### src/rtl/pipe_wb_regfile.sv
// Write-back stage register file with per-register pending-write scoreboard.
// Define WB_REGFILE_BYPASS_EN for same-cycle write-through on reads and busy flags.
module pipe_wb_regfile #(
   parameter int CNT_W = 2
) (
   input  logic        clock,
   input  logic        reset,
   input  logic        wwreg,
   input  logic        wm2reg,
   input  logic [31:0] walu,
   input  logic [31:0] wmo,
   input  logic [4:0]  wrn,
   input  logic [4:0]  rna,
   input  logic [4:0]  rnb,
   output logic [31:0] qa,
   output logic [31:0] qb,
   output logic [31:0] wdi,
   input  logic        iss_wreg,
   input  logic [4:0]  iss_rn,
   output logic        busya,
   output logic        busyb,
   output logic        sb_err
);

   localparam logic [CNT_W-1:0] cntMax = '1;
   localparam logic [CNT_W-1:0] cntOne = 1;

   logic [31:0]      regs    [0:31];
   logic [CNT_W-1:0] cnt     [0:31];
   logic [CNT_W-1:0] cntNext [0:31];
   logic [31:0]      incVec;
   logic [31:0]      decVec;
   logic             commit;
   logic             errHit;

   assign wdi    = wm2reg ? wmo : walu;
   assign commit = wwreg && (wrn != 5'd0);

   // r0 is masked out of both vectors so its counter stays at zero forever
   assign incVec = (iss_wreg && (iss_rn != 5'd0)) ? (32'd1 << iss_rn) : 32'd0;
   assign decVec = commit ? (32'd1 << wrn) : 32'd0;

   // Register array; r0 is cleared at reset and never written, so it reads 0
   always_ff @(posedge clock) begin
      if (reset) begin
         for (int i = 0; i < 32; i++) begin
            regs[i] <= '0;
         end
      end else if (commit) begin
         regs[wrn] <= wdi;
      end
   end

   // Saturating counters; a same-cycle issue and retire cancel out
   always_comb begin
      errHit = 1'b0;
      for (int r = 0; r < 32; r++) begin
         cntNext[r] = cnt[r];
         case ({incVec[r], decVec[r]})
            2'b10: begin
               if (cnt[r] == cntMax) errHit = 1'b1;
               else cntNext[r] = cnt[r] + cntOne;
            end
            2'b01: begin
               if (cnt[r] == '0) errHit = 1'b1;
               else cntNext[r] = cnt[r] - cntOne;
            end
            default: ;
         endcase
      end
   end

   always_ff @(posedge clock) begin
      if (reset) begin
         for (int r = 0; r < 32; r++) begin
            cnt[r] <= '0;
         end
         sb_err <= 1'b0;
      end else begin
         for (int r = 0; r < 32; r++) begin
            cnt[r] <= cntNext[r];
         end
         if (errHit) sb_err <= 1'b1;
      end
   end

`ifdef WB_REGFILE_BYPASS_EN
   logic [CNT_W-1:0] cntRet [0:31];

   // Count after this cycle's retire only; a new issue becomes visible next cycle
   always_comb begin
      for (int r = 0; r < 32; r++) begin
         cntRet[r] = (decVec[r] && !incVec[r] && (cnt[r] != '0)) ? cnt[r] - cntOne : cnt[r];
      end
   end

   assign qa    = (commit && (wrn == rna)) ? wdi : regs[rna];
   assign qb    = (commit && (wrn == rnb)) ? wdi : regs[rnb];
   assign busya = (cntRet[rna] != '0) && (rna != 5'd0);
   assign busyb = (cntRet[rnb] != '0) && (rnb != 5'd0);
`else
   assign qa    = regs[rna];
   assign qb    = regs[rnb];
   assign busya = (cnt[rna] != '0) && (rna != 5'd0);
   assign busyb = (cnt[rnb] != '0) && (rnb != 5'd0);
`endif

endmodule

### config.mk
export PLATFORM = sky130hd
export DESIGN_NAME = pipe_wb_regfile
export DESIGN_NICKNAME = d
export VERILOG_FILES = /design/src/rtl/pipe_wb_regfile.sv
export SDC_FILE = /design/constraint.sdc
export NUM_CORES = 2
export LEC_CHECK = 0
export CAP_MARGIN = 20
export CORE_UTILIZATION = 40
export DETAILED_ROUTE_END_ITERATION = 10
export GPL_TIMING_DRIVEN = 0
export HOLD_SLACK_MARGIN = 0.12
export MAX_ROUTING_LAYER = met4
export PLACE_DENSITY = 0.69
export SLEW_MARGIN = 20
export SYNTH_ARGS = -nofsm -noshare
export SYNTH_HDL_FRONTEND = slang
export SYNTH_SLANG_ARGS = --single-unit
export TNS_END_PERCENT = 10
### constraint.sdc
create_clock -name clock -period 2.6 [get_ports clock]
set_clock_uncertainty 0.1 [all_clocks]
set_input_delay 0.39 -clock clock [delete_from_list [all_inputs] [get_ports clock]]
set_output_delay 0.39 -clock clock [all_outputs]
set_load 0.02 [all_outputs]
**Yosys cells after proc, flatten, opt, wreduce, memory -nomap -nowiden**

Memory sizes are Yosys's and may differ from the RTL's.
Cells that the tools add are included.

- Muxes and demuxes: 236
- Bitwise gates (word level): 32
- Reduce and logical (&&, ||, !) cells: 43
- Shift operators: 2
- Equality and inequality tests: 96
- $add $sub $neg: 64

Operators by type and width:

| kind | number |
|---|---|
| 2-to-1 mux 2 bit | 96 |
| equality test 2 bit, second input constant | 64 |
| 2-to-1 mux 32 bit | 4 |
| case mux 2 bit (2 select lines) | 32 |
| 2-to-1 mux 1 bit | 71 |
| adder 2 x 1 -> 2 bit, second input constant | 32 |
| equality test 2 x 1 -> 1 bit, second input constant | 32 |
| logical NOT 2 bit | 32 |
| case mux 1 bit (2 select lines) | 32 |
| left shift 1 x 5 -> 32 bit, first input constant | 2 |
| subtractor 2 x 1 -> 2 bit, second input constant | 32 |
| bitwise OR 1 bit | 32 |
| OR reduction 32 bit | 1 |
| nonzero test 5 bit | 4 |
| 2-to-1 mux 5 bit | 1 |
| logical AND 1 bit | 4 |
| nonzero test 2 bit | 2 |

- Output and inout port bits: 99
- Memories: 2
- Flip-flop bits (word level): 1
- Bits in writable memories: 1088

Memories:

| name | words | bits a word | rd ports | clocked after Yosys merged registers in | write ports | RTL line | text |
|---|---|---|---|---|---|---|---|
| regs | 32 | 32 | 2 | 0 | 32 | 28 | `logic [31:0] regs [0:31];` |
| cnt | 32 | 2 | 34 | 0 | 32 | 29 | `logic [CNT_W-1:0] cnt [0:31];` |

**Longest topological paths before layout**

- Word-level depth: 67
- Depth in mapped cells: 12
- Gate-level depth less buffers: 11

**Worst setup path before layout**

Ideal clock, no wire load.

- Path type: input to output
- Start: in rna[0]
- End: out qa[10]
- Cell stages on the path: 5
- Path buffers: 2
- Setup slack: -270 ps
- Arrival: 2380 ps
- Data required time: 2110 ps
- Cell sequence: buf_2 buf_1 mux4_2 mux4_2 mux2_2

- Word-level cells in the longest chain between the ends: 1

RTL lines:

| element | RTL line | text |
|---|---|---|
| start: declaration | 13 | `input logic [4:0] rna,` |
| memory (32 x 32 bit) | - |  |
| end: declaration | 15 | `output logic [31:0] qa,` |

No other way between the ends.

==> summary.md <==
The die footprint came out at 0.1458 sq mm. For this design, the slowest cell found on the critical path is sky130_fd_sc_hd__mux4_2. Setup repair after global routing could not meet its margin everywhere.

The most used flip-flop cell after synthesis is sky130_fd_sc_hd__edfxtp_1. TritonCTS built the clock tree. For the total power draw, the log shows 43300 uW.

The critical path's most frequent cell was sky130_fd_sc_hd__mux4_2. The residual DRC count is 0, and the width of the chip is 381.8 um. For this run, the top clock speed supported by timing is 0.3041 GHz. For the pin with the worst max-slew slack, the measured transition is 1.264 ns. Synthesis handed over a netlist of 4023 instances.

The initial utilization of the core area, before any placement, comes to 40.55%. The headroom to the max-slew limit is 15.75%, and the post-synthesis sequential element count is 1089. After synthesis the cells add up to 0.05770 sq mm. STA classifies the critical path startpoint as a flop. In this run the deepest clock path goes through 3 buffers. The kind of cell with the highest combined delay along the critical path is multiplexers.

The critical path goes through mux4_2, mux4_2, mux2_4, buf_6. After layout, the worst path uses 126.5% of the clock period. The number of antenna-violating nets in the routed design is 0.

For the number of sinks driven by the clock tree, the log shows 1089. The tools report the total number of vias as 39950. The net switching power is 11460 uW.

The number of port buffers came out at 173. Buffers plus inverters on the worst setup path: 1. The tree is rooted in a sky130_fd_sc_hd__clkbuf_16.

The sequential share of power was 47.5%. Data arrives at the worst endpoint at 2.80 ns. The core area came out at 0.1423 sq mm. The flow ran to the end, but the final reports show violations. The congestion estimate from routability-driven global placement came to 0.9818.

Setup violations remaining at the end of the flow were counted as 89. In this run the count of I/O pins placed on the die edge is 188. The fraction of final layout cells with drive strength greater than 1 works out to 30.39%. The Yosys step of the flow raised 0 warnings. The tools report the final worst slack as -0.6885 ns. The proportion of total power due to net switching was 26.47%; the placed wire-length estimate after detailed placement was 145.1 mm. In this run the static leakage power is 0.02412 uW. The worst IR drop on VDD was 0.5176 mV; the cell total after placement was 6145. The number of standard cells in the layout, taps in and fillers out was 6386; the ratio of routed vias to standard cells was 6.255.

The number of search-and-repair iterations in the first detailed-routing pass was 7; the synthesized area per cell was 14.34 sq um. The pre-CTS setup slack was -1.847 ns. The number of buffers inserted during clock tree synthesis is 106. Measured along the y axis, the die boundary spans 381.8 um. The routed length per instance was 30.90 um. In the layout the commonest cells are sky130_fd_sc_hd__nor2_1, sky130_fd_sc_hd__edfxtp_1, sky130_fd_sc_hd__mux4_2. After synthesis, the share of flip-flops with an asynchronous set or reset is 0%. STA classifies the critical path endpoint as an output pin. The share of total power dissipated in combinational logic is 16.6%.

The total routing usage reported by global routing was 27.50%; the remaining global-route overflow was 0. In this run, the clock network consumes 35.9% of the power. Total wire length after detailed routing: 197.3 mm. Entering global routing, the biggest net connects 33 pins. The max-slew violation count is 0. The number of flops mapped to enable cells by yosys works out to 1024. The final reports fail on negative setup slack. In this run the number of H-tree levels came out at 3. The first global-routing pass estimated 274.8 mm of wire. Of the synthesized area, sequential elements account for 55.55%. The run gives 38760 as the via count of the first global-routing pass. After clock tree synthesis, the clock-pin slew on the worst setup and hold paths is 0.07 ns. Hold repair after CTS inserted 0 buffers.

Number of distinct library cells after synthesis: 45. In this run the power density over the cells is 633.3 mW/mm^2. Number of violations reported at the end of detailed-routing iteration 0: 7066. The max-cap violation count is 0. The finished layout cell area was 0.06837 sq mm; the final hold violation count was 0. The biggest cell delay along the critical path was 0.62 ns; the initial antenna violation count was 8. The minimum clock period is 3.289 ns. The classification of the worst-slack hold path is in -> reg. The post-place instance area was 0.06281 sq mm. After floorplanning, the core was divided into 138 placement rows.

For the worst-skew pair, the clock arrives at the later sink with an insertion delay of 0.73 ns. Compared with the post-synthesis result, the final layout area differs by 18.51%. The library cell used most frequently in the layout, excluding fill and tap cells, is sky130_fd_sc_hd__nor2_1. The logs give 2.11 ns for the data required time at the worst endpoint and 31840 uW for the internal power. The net count of the finished layout is 4550. The critical path in this run is classified as reg -> out.

In this run the worst path has a maximum fanout of 2.
-- metal layers --
layer | GRT usage (%) | wire, um | up-vias
met4 | 11.26 | 9208 | 0
met5 | - | 0 | -
met1 | 34.62 | 68990 | 20340
li1 | - | - | 15940
met2 | 41.66 | 90550 | 3176
met3 | 8.014 | 28570 | 489
-- per-stage QoR --
stage | TNS, ns | util, % | hold WS [ns]
3_5_place_dp | -1829.80 | 44.15 | 0.4083
3_3_place_gp | -3142.79 | 43.72 | 0.3909
2_1_floorplan | -16.22 | - | 0.3733
4_1_cts | -36.89 | 47.94 | 0.1479
5_1_grt | -40.02 | 48.05 | 0.1678
6_report | -38.81 | 48.06 | 0.1724
-- registers in the layout (all words and copies together), names as in the netlist --
register / cells
cnt: 64
regs: 1024
sb_err: 1
-- synthesized netlist by cell type, drive strengths merged, types with 2 or more instances --
cell type | count | share of area (%)
nor2 | 1083 | 7.0
edfxtp | 1024 | 53
mux4 | 648 | 25
clkbuf | 294 | 1.9
inv | 118 | 0.77
a21oi | 107 | 0.93
nand2 | 102 | 0.66
buf | 96 | 0.96
dfxtp | 65 | 2.3
ha | 64 | 1.4
mux2 | 64 | 1.2
o21ai | 52 | 0.45
nand2b | 44 | 0.48
mux2i | 42 | 0.73
nor3 | 35 | 0.30
nor2b | 31 | 0.34
nand3 | 30 | 0.26
xor2 | 30 | 0.46
nand3b | 19 | 0.25
or3b | 16 | 0.24
or2 | 8 | 0.087
nor4 | 7 | 0.076
o22ai | 7 | 0.076
and3b | 5 | 0.076
nor3b | 4 | 0.052
a221oi | 3 | 0.046
a22oi | 3 | 0.039
a21boi | 2 | 0.026
and2 | 2 | 0.022
and3 | 2 | 0.022
conb | 2 | 0.013
nor4b | 2 | 0.030
nor4bb | 2 | 0.035
or3 | 2 | 0.022
-- worst paths after layout --
| check | to | slack (ns) | depth (start not counted) | from |
|---|---|---|---|---|
| max | qa[21] | -0.69 | 4 | regs[16][21] |
| min | regs[20][0] | 0.17 | 3 | wm2reg |
| max reg2reg | sb_err | 0.69 | 7 | cnt[18][0] |
| min reg2reg | cnt[0][1] | 0.41 | 2 | cnt[0][1] |
-- logic make-up (layout without fill, tap and decap cells) --
group / Yosys count / in the layout / share of synthesized area [%]
mux: 754 / 754 / 27.27
buf+inv: 508 / 936 / 3.641
flops: 1089 / 1089 / 55.55
compound gates: 180 / 180 / 1.650
simple gates: 1396 / 1396 / 10.03
fa+ha+maj: 64 / 64 / 1.388
xor+xnor: 30 / 30 / 0.4554
other cells: 2 / 47 / 0.01302
-- power groups by stage --
stage | Sequential (uW) | Clock (uW) | Combinational (uW)
2_1_floorplan | 20700 | 0 | 3810
3_3_place_gp | 20900 | 0 | 6290
3_5_place_dp | 20900 | 0 | 6460
4_1_cts | 20500 | 15500 | 6990
5_1_grt | 20700 | 16100 | 7340
6_report | 20600 | 15500 | 7200
-- repair_timing --
action                                   CTS  global route
endpoints found under the setup margin  1220           235
setup buffers                             53             0
pin swaps                                 17             2
gates resized for setup                  840            45
gates cloned                               0             0
endpoints found under the hold margin      0             0
-- worst reg2reg max path, stage by stage, from the launching register on --
cell and delay, ns:
sky130_fd_sc_hd__dfxtp_4 0.37, sky130_fd_sc_hd__buf_4 0.14, sky130_fd_sc_hd__buf_4 0.14, sky130_fd_sc_hd__or3b_2 0.43
sky130_fd_sc_hd__a21oi_1 0.20, sky130_fd_sc_hd__nor4_2 0.11, sky130_fd_sc_hd__and4_1 0.20, sky130_fd_sc_hd__a41oi_1 0.14
-- layout make-up --
| type | count | area [sq um] |
|---|---|---|
| well taps | 1890 | 2365 |
| repair buffers | 251 | 2788 |
| fillers | 12160 | 73900 |
| plain buffers | 371 | 2549 |
| flip-flops and latches | 1089 | 32110 |
| clock inverters | 58 | 564.3 |
| inverters | 118 | 442.9 |
| multi-input cells | 2460 | 24720 |
| clock buffers | 138 | 2803 |
| diodes | 11 | 27.53 |
Note: power is estimated with default switching activity, not from simulation.
